--- config.mk ---
export PLATFORM = sky130hd
export DESIGN_NAME = fifo_write_arbiter
export DESIGN_NICKNAME = d
export VERILOG_FILES = /design/src/rtl/fifo_arb_pkg.sv /design/src/rtl/rr_pick.sv /design/src/rtl/fifo_write_arbiter.sv
export SDC_FILE = /design/constraint.sdc
export NUM_CORES = 1
export LEC_CHECK = 0
export ABC_CLOCK_PERIOD_IN_PS = 2200
export BUFFER_PORTS_ARGS = -buffer_cell sky130_fd_sc_hd__buf_4
export CELL_PAD_IN_SITES_DETAIL_PLACEMENT = 1
export CELL_PAD_IN_SITES_GLOBAL_PLACEMENT = 2
export CORE_ASPECT_RATIO = 2
export CORE_MARGIN = 5
export CORE_UTILIZATION = 22
export DETAILED_ROUTE_END_ITERATION = 10
export PLACE_DENSITY_LB_ADDON = 0.1
export SETUP_SLACK_MARGIN = 0.1
export SYNTH_ARGS = -nofsm -noshare
export SYNTH_HDL_FRONTEND = slang
export SYNTH_SLANG_ARGS = --single-unit
--- constraint.sdc ---
create_clock -name clk -period 2.2 [get_ports clk]
set_input_delay 0.11 -clock clk [delete_from_list [all_inputs] [get_ports clk]]
set_output_delay 0.11 -clock clk [all_outputs]
set_load 0.1 [all_outputs]
--- src/rtl/fifo_arb_pkg.sv ---
// Shared types and constants for the FIFO write-port arbiter.
// Latency: n/a (declarations only).
// Backpressure: n/a (declarations only).
package fifo_arb_pkg;

    // Arbiter FSM: IDLE arbitrates among all producers, BURST serves only the owner.
    typedef enum logic {
        ST_IDLE  = 1'b0,
        ST_BURST = 1'b1
    } arb_state_e;

    // Producer count of the reference configuration and its index width.
    // Instances with a different N_REQ size their indices with idx_width().
    localparam int N_REQ_DEF = 4;
    localparam int ID_W      = $clog2(N_REQ_DEF);

    // Beat counter width; holds any burst length up to 15.
    localparam int CNT_W = 4;

    // Index width for n producers, never below one bit.
    function automatic int idx_width(input int n);
        return (n > 1) ? $clog2(n) : 1;
    endfunction

endpackage

--- src/rtl/rr_pick.sv ---
// Rotating-priority finder: first asserted request after ptr, wrapping modulo N.
// Latency: purely combinational.
// Backpressure: none; the caller decides whether the pick is used.
module rr_pick #(
    parameter int N = 4,
    parameter int W = 2
) (
    input  logic [N-1:0] req,
    input  logic [W-1:0] ptr,
    output logic         found,
    output logic [W-1:0] idx
);

    // Candidate k is producer (ptr + k + 1) mod N; candidate 0 has the highest priority.
    logic [W-1:0] cand_idx [N];
    logic [N-1:0] cand_vld;

    for (genvar k = 0; k < N; k++) begin : g_cand
        logic [W:0] sum;

        // One extra bit holds ptr + offset (at most 2N-1) before the explicit wrap,
        // which keeps non-power-of-two producer counts correct.
        assign sum           = {1'b0, ptr} + (W+1)'(k + 1);
        assign cand_idx[k]   = (sum >= (W+1)'(N)) ? W'(sum - (W+1)'(N)) : sum[W-1:0];
        assign cand_vld[k]   = req[cand_idx[k]];
    end

    // Scan from the lowest priority upwards so the nearest candidate after ptr wins.
    always_comb begin
        found = 1'b0;
        idx   = '0;
        for (int k = N - 1; k >= 0; k--) begin
            if (cand_vld[k]) begin
                found = 1'b1;
                idx   = cand_idx[k];
            end
        end
    end

endmodule

--- src/rtl/fifo_write_arbiter.sv ---
// Round-robin arbiter sharing one FIFO write port among N_REQ valid/ready producers.
// Latency: zero; a beat is written to the FIFO on the same edge it is accepted.
// Backpressure: fifo_full drops every req_ready; a stalled burst keeps its owner and count.
module fifo_write_arbiter
    import fifo_arb_pkg::*;
#(
    parameter int N_REQ     = 4,
    parameter int DATA_W    = 8,
    parameter int MAX_BURST = 4
) (
    input  logic                       clk,
    input  logic                       reset,
    input  logic [N_REQ-1:0]           req_valid,
    input  logic [N_REQ*DATA_W-1:0]    req_data,
    output logic [N_REQ-1:0]           req_ready,
    output logic                       fifo_WEN,
    output logic [DATA_W-1:0]          fifo_input_data,
    input  logic                       fifo_full,
    output logic                       busy,
    output logic [idx_width(N_REQ)-1:0] owner_id
);

    localparam int IDW = idx_width(N_REQ);

    // Count value of the final beat of a burst.
    localparam logic [CNT_W-1:0] BURST_LAST = CNT_W'(MAX_BURST);

    // After reset the pointer sits on the last producer so producer 0 is searched first.
    localparam logic [IDW-1:0] PTR_RST = IDW'(N_REQ - 1);

    arb_state_e       st,    st_nxt;
    logic [IDW-1:0]   owner, owner_nxt;
    logic [IDW-1:0]   ptr,   ptr_nxt;
    logic [CNT_W-1:0] cnt,   cnt_nxt;
    logic [CNT_W-1:0] cnt_inc;

    logic             pick_found;
    logic [IDW-1:0]   pick_idx;
    logic [IDW-1:0]   sel;
    logic             owner_vld;
    logic             grant;

    // Producer data viewed as one word per producer.
    logic [N_REQ-1:0][DATA_W-1:0] req_words;
    assign req_words = req_data;

    rr_pick #(
        .N (N_REQ),
        .W (IDW)
    ) u_pick (
        .req   (req_valid),
        .ptr   (ptr),
        .found (pick_found),
        .idx   (pick_idx)
    );

    // Choose the producer served this cycle and whether a beat actually moves.
    always_comb begin
        sel       = (st == ST_BURST) ? owner : pick_idx;
        owner_vld = req_valid[owner];
        cnt_inc   = cnt + CNT_W'(1);
        if (reset || fifo_full) begin
            grant = 1'b0;
        end else if (st == ST_BURST) begin
            grant = owner_vld;
        end else begin
            grant = pick_found;
        end
    end

    // State register: FSM state, owner, round-robin pointer and beat counter.
    always_ff @(posedge clk) begin
        if (reset) begin
            st    <= ST_IDLE;
            owner <= '0;
            ptr   <= PTR_RST;
            cnt   <= '0;
        end else begin
            st    <= st_nxt;
            owner <= owner_nxt;
            ptr   <= ptr_nxt;
            cnt   <= cnt_nxt;
        end
    end

    // Next-state logic: grant in IDLE, count beats in BURST, release on limit or owner going idle.
    always_comb begin
        st_nxt    = st;
        owner_nxt = owner;
        ptr_nxt   = ptr;
        cnt_nxt   = cnt;
        unique case (st)
            ST_IDLE: begin
                if (grant) begin
                    ptr_nxt   = pick_idx;
                    owner_nxt = pick_idx;
                    cnt_nxt   = CNT_W'(1);
                    st_nxt    = (MAX_BURST > 1) ? ST_BURST : ST_IDLE;
                end
            end
            ST_BURST: begin
                if (!owner_vld) begin
                    // Owner went idle: give up the port; ptr already points at the owner.
                    st_nxt  = ST_IDLE;
                    cnt_nxt = '0;
                end else if (!fifo_full) begin
                    if (cnt_inc == BURST_LAST) begin
                        st_nxt  = ST_IDLE;
                        cnt_nxt = '0;
                    end else begin
                        cnt_nxt = cnt_inc;
                    end
                end
                // Owner valid but FIFO full: hold everything and keep ownership.
            end
            default: begin
                st_nxt  = ST_IDLE;
                cnt_nxt = '0;
            end
        endcase
    end

    // Output logic: one-hot ready to the served producer, with matching FIFO write.
    always_comb begin
        req_ready       = '0;
        fifo_WEN        = 1'b0;
        fifo_input_data = '0;
        if (grant) begin
            req_ready[sel]  = 1'b1;
            fifo_WEN        = 1'b1;
            fifo_input_data = req_words[sel];
        end
    end

    assign busy     = (st == ST_BURST);
    assign owner_id = owner;

endmodule
==> results of run 1 <==
[report_power, final]
group	total [mW]	switching (mW)	leakage, nW	internal, mW
sequential	0.182	0.0104	0.0753	0.171
clock	0.191	0.0643	0.0228	0.126
combinational	0.771	0.430	0.865	0.341
[repair_timing]
action                     CTS  global route
gates cloned                 4             3
hold buffers                 0             0
gates resized for setup     67            16
pin swaps                   17            14
setup endpoints to repair   13            13
buffers inserted            12             0
[worst min path at each step]
| stage | startpoint | end | slack (ns) |
|---|---|---|---|
| 5_1_grt | reset | owner_id[0]$_SDFFE_PP0P_ | 0.17 |
| 4_1_cts | reset | cnt[3]$_SDFFE_PP0P_ | 0.15 |
| 6_report | reset | busy$_SDFF_PP0_ | 0.16 |
| 3_5_place_dp | reset | busy$_SDFF_PP0_ | 0.40 |
| 2_1_floorplan | fifo_full | cnt[3]$_SDFFE_PP0P_ | 0.29 |
| 3_3_place_gp | reset | busy$_SDFF_PP0_ | 0.39 |
[cell usage after synthesis (2+ instances only)]
cell / count / area [µm²]
nor2_1: 10 / 37.5
inv_1: 5 / 18.8
o21bai_1: 2 / 15.0
nor2b_1: 2 / 12.5
a221oi_1: 8 / 70.1
ha_1: 2 / 25.0
o21ai_0: 3 / 15.0
clkbuf_1: 2 / 7.51
a21oi_1: 7 / 35.0
buf_2: 2 / 10.0
nor3_1: 7 / 35.0
nand2b_1: 4 / 25.0
a311oi_1: 8 / 70.1
dfxtp_1: 9 / 180
and2_1: 3 / 18.8
buf_6: 5 / 56.3
o32ai_1: 2 / 17.5
xor2_1: 2 / 17.5
nand2_1: 22 / 82.6
a31oi_1: 2 / 12.5
and3_1: 9 / 56.3
[logic make-up after synthesis]
kind of cell / Yosys count / synth area share, %
buffers and inverters: 15 / 9.62
adders and majority gates: 2 / 2.50
and+or+nand+nor: 66 / 33.8
muxes: 2 / 3.25
xor gates and xnor gates: 2 / 1.75
DFF: 9 / 18.0
AOI/OAI and AO/OA: 40 / 31.1
[sequential cells by signal, indices dropped and copies added, names as in the netlist]
register and count:
busy 1, owner_id 2, cnt 4, ptr 2
[metrics by stage]
step | utilization, % | hold slack [ns]
2_1_floorplan | - | 0.291
3_3_place_gp | 38.8 | 0.390
3_5_place_dp | 38.8 | 0.396
4_1_cts | 51.1 | 0.154
5_1_grt | 53.0 | 0.169
6_report | 53.0 | 0.156
[cell type report]
| cell class | instances | share of cell area [%] |
|---|---|---|
| multi-input combinational | 116 | 48.2 |
| timing repair buffer | 80 | 37.6 |
| sequential | 9 | 8.46 |
| tap | 54 | 2.91 |
| clock buffer | 4 | 1.94 |
| inverter | 5 | 0.970 |
[routing by layer]
layer	vias up	global-route usage (%)	wire length (µm)
li1	676	-	-
met1	687	15.4	1650
met2	42	32.4	2900
met3	2	4.65	287
met4	0	3.48	30
met5	-	0	0
==> flow_summary.toml, run 1 <==
[run_status]
run_status = "finished, final reports clean"

[floorplan]
die-area_um2 = 6080
chipHeight_um = 105
core_area_um2 = 4380
io_pins = 55
die_x_um = 57.7
initial_core_util_pct = 22.8
rows = 34

[critical_path]
cp_max_fo = 5
cp_cell_sequence = "nand2b_4 -> a311o_2 -> buf_8 -> nand2_8 -> a221oi_4 -> a311oi_4 -> buf_12"
path_depth = 7
crit_start = "ptr[0]$_SDFFE_PP1P_"
critPathLaunchType = "flip-flop"
crit_family = "compound AO/OA/AOI/OAI gates"
r2r_start = "owner_id[0]$_SDFFE_PP0P_"
cp.arrival_ns = 2.08
cp_slowest_cell = "a311o_2"
crit_required_ns = 2.09
path_class = "reg2out"
r2r-end = "ptr[1]$_SDFFE_PP1P_"
reg2reg_depth = 6
critPathMaxStageDelay_ns = 0.46
crit_buf_inv = 2
end_kind = "output pin"
rrSetupSlack_ns = 0.44
setup.worst_path.end = "fifo_input_data[5]"

[timing]
worst_slew_pin_slew_ns = 0.423
hold_viol_final = 0
setup_viol = 0
fin_ws_ns = 0.0133
fin_setup_tns_ns = 0
fin_crit_ns = 2.19
fmax_ghz = 0.457
slew_viol_final = 0
rsz0062_at_grt = "yes"
relSlewSlack_pct = 71.8
fin_crit_sh_pct = 99.4
finClkSkew_ns = 0.00281

[final_layout]
area_growth_pct = 132
design_area_um2 = 2320
mostFrequentLayoutCells = "buf_4 (57), nand2_1 (21), buf_12 (17), nor2_1 (10), a311oi_4 (8)"
final_common_cell = "buf_4"
seq_area_um2 = 196
drive_gt1_share_pct = 60.7
nets = 256
layoutNonFillerInstCount = 268
multi_input_area_um2 = 1120
final.fill_count = 494
antennaDiodeCount = 0

[logic_synthesis]
synthCells = 136
netlist_area_um2 = 1000
synthArstFlopShare_pct = 0
synth-edff-count = 0
avgSynthCellArea_um2 = 7.36
yosysWarnings = 0
ys_seq_area_share_pct = 18.0
yosysUniqueCellTypes = 41
synth_top_flop_cell = "dfxtp_1"
synth_seq_cells = 9
synth_fp_nets = 177

[power_and_ir_drop]
power.leakage_nw = 0.963
irDropWorstVdd_v = 0.000315
p_total_mw = 1.14
power_density_nw_per_um2 = 492

[clock_network]
clockBufferDepth = 2
cts_tree = "done"
clk_transition_reported_paths_ns = 0.05
cts_made_buffers = 3
clk_root_buffer_cell = "clkbuf_8"
htree_levels = 1
clk_latency_ns = 0.23
cts_sinks = 9

[place]
dpl_cell_area_um2 = 1700
io_buffers = 54
dp_cells = 245
hpwl_um = 3400
routabilityCongestion = 0.722
dp_slack_ns = 0.00422

[global_route]
grt_pass1_vias = 1594
grt_usage_pct = 16.2
grt_max_degree = 14
antenna_found_initial = 0
grt_pass1_wl_um = 7870
overflow = 0

[detailed_routing]
avgRoutedWirePerCell_um = 18.1
ant_nets = 0
vias = 1407
drcViolationCount = 0
wirelength_um = 4860
drtIter0Drc = 37
viasPerCell = 5.25
first_pass_iters = 3

[hold_path]
min_path_type = "in2reg"
whs_path_depth = 2

[run]
max-cap-violations = 0
Power figures use the tool's default switching activity.
==> run 2: changes to the inputs <==
Settings changed: ABC_CLOCK_PERIOD_IN_PS 2200 to 2600, CORE_UTILIZATION 22 to 24, PLACE_DENSITY set to 0.92, PLACE_DENSITY_LB_ADDON 0.1 to not set.
Clock period 2.2 ns to 2.6 ns, I/O delays scaled along.
==> run 2 against run 1 <==
- count of clock-buffer cells in the layout did not move
- hold slack improved by 0.012 ns
- clock skew rose by 0.0025 ns
- sequential share of layout area rose by 2.6 points
- largest cell class unchanged
- largest power group unchanged
==> flow_summary.toml, run 2 (synthesis results as in run 1) <==
[run_status]
run_status = "finished, final reports clean"

[place]
dp_cells = 236
io_buffers = 54
hpwl_um = 3620
dp_slack_ns = 0.307
routabilityCongestion = 0.843

[hold_path]
min_path_type = "in2reg"

[timing]
slew_viol_final = 0
fin_ws_ns = 0.252
fin_crit_sh_pct = 90.3
hold_viol_final = 0
finClkSkew_ns = 0.00534
fmax_ghz = 0.426
fin_crit_ns = 2.35
setup_viol = 0
fin_setup_tns_ns = 0
rsz0062_at_grt = "no"
relSlewSlack_pct = 65.8
worst_slew_pin_slew_ns = 0.509

[detailed_routing]
met1Wirelength_um = 1370
ant_nets = 0
avgRoutedWirePerCell_um = 17.9
highest_layer = "met4"
first_pass_iters = 4
wirelength_um = 4300
drtIter0Drc = 15
dr_wl_met3_um = 390
vias = 1293
viasPerCell = 5.39
drcViolationCount = 0
dr_wl_met2_um = 2490

[global_route]
grt_usage_pct = 15.5
grt_max_degree = 19
overflow = 0
grt_pass1_vias = 1497
antenna_found_initial = 0
grt_pass1_wl_um = 7010

[floorplan]
initial_core_util_pct = 24.5
chipHeight_um = 101
rows = 33
die_x_um = 55.7
core_area_um2 = 4090
io_pins = 55
die-area_um2 = 5640

[critical_path]
crit_buf_inv = 2
cp_cell_sequence = "nand2b_1 -> a311o_1 -> buf_4 -> and3_1 -> a221oi_1 -> a311oi_4 -> buf_6"
critPathLaunchType = "flip-flop"
critPathMaxStageDelay_ns = 0.40
end_kind = "output pin"
cp_slowest_cell = "a221oi_1"
crit_required_ns = 2.47
cp.arrival_ns = 2.22
path_class = "reg2out"
cp_max_fo = 11
crit_family = "compound AO/OA/AOI/OAI gates"

[final_layout]
utilization_pct = 42.5
layoutNonFillerInstCount = 240
antennaDiodeCount = 0
nets = 230
drive_gt1_share_pct = 45.2
registers.top_by_ff_count = "cnt"
area_growth_pct = 73.5
largest_reg_flops = 4
final_common_cell = "buf_4"
mostFrequentLayoutCells = "buf_4 (50), nand2_1 (22), nor2_1 (10), and3_1 (9), a311oi_4 (8)"

[clock_network]
post-cts-setup-buffers = 0
cts_made_buffers = 3
clk_root_buffer_cell = "clkbuf_8"
cts_tree = "done"
clk_latency_ns = 0.24
htree_levels = 1
cts_sinks = 9
clockBufferDepth = 2
clk_transition_reported_paths_ns = 0.05

[power_and_ir_drop]
power_density_nw_per_um2 = 445
power.leakage_nw = 0.732
irDropWorstVdd_v = 0.000252
p_total_mw = 0.773

[run]
max-cap-violations = 0
run 2: cell count changes in the layout (fill, tap and decap cells not counted), moves of 3 or more:
cell | before | now
a221oi_1 | 1 | 7
a221oi_4 | 4 | 0
and2_4 | 3 | 0
and3_1 | 5 | 9
and3_4 | 4 | 0
buf_12 | 17 | 1
buf_4 | 57 | 50
buf_6 | 3 | 6
run 2: final cells by class:
cell class / count / area (µm²)
fill: 497 / 2350
sequential: 9 / 191
clock buffer: 4 / 45.0
timing repair buffer: 58 / 478
multi-input combinational: 112 / 935
inverter: 5 / 22.5
tap: 52 / 65.1
run 2: power breakdown:
group	switching (mW)	leakage [nW]	internal [mW]	total (mW)
Clock	0.0594	0.0228	0.107	0.167
Sequential	0.0131	0.0757	0.145	0.158
Combinational	0.297	0.634	0.151	0.448
Total	0.370	0.732	0.404	0.773
run 2: timing repair:
item,CTS,global route
setup endpoints to repair,8,8
hold buffers,0,0
gates resized for setup,2,10
run 2: worst register-to-register path, stage by stage, from the launching register on:
cell	delay [ns]
dfxtp_4	0.36
mux4_2	0.55
and2_1	0.25
o21ai_4	0.19
buf_12	0.22
o32ai_1	0.10
run 2: path summary, 6_finish.rpt:
kind | cells past startpoint | start | slack [ns] | to
setup / recovery | 7 | ptr[0]$_SDFFE_PP1P_ | 0.25 | fifo_input_data[5]
hold / removal | 2 | reset | 0.17 | cnt[0]$_SDFFE_PP0P_
hold reg to reg | 2 | owner_id[1]$_SDFFE_PP0P_ | 0.52 | owner_id[1]$_SDFFE_PP0P_
setup reg to reg | 5 | owner_id[0]$_SDFFE_PP0P_ | 0.81 | owner_id[1]$_SDFFE_PP0P_
run 2: stage by stage:
stage / hold slack (ns) / cell area (µm²)
floorplan: 0.311 / 1210
global placement: 0.397 / 1640
detailed placement: 0.408 / 1640
CTS: 0.165 / 1690
global route: 0.178 / 1740
finish: 0.168 / 1740
run 2: metal layers:
metal	up-vias	global-route usage, %
li1	622	-
met1	605	13.6
met2	60	31.8
met3	6	4.97
met4	0	5.24
met5	-	0
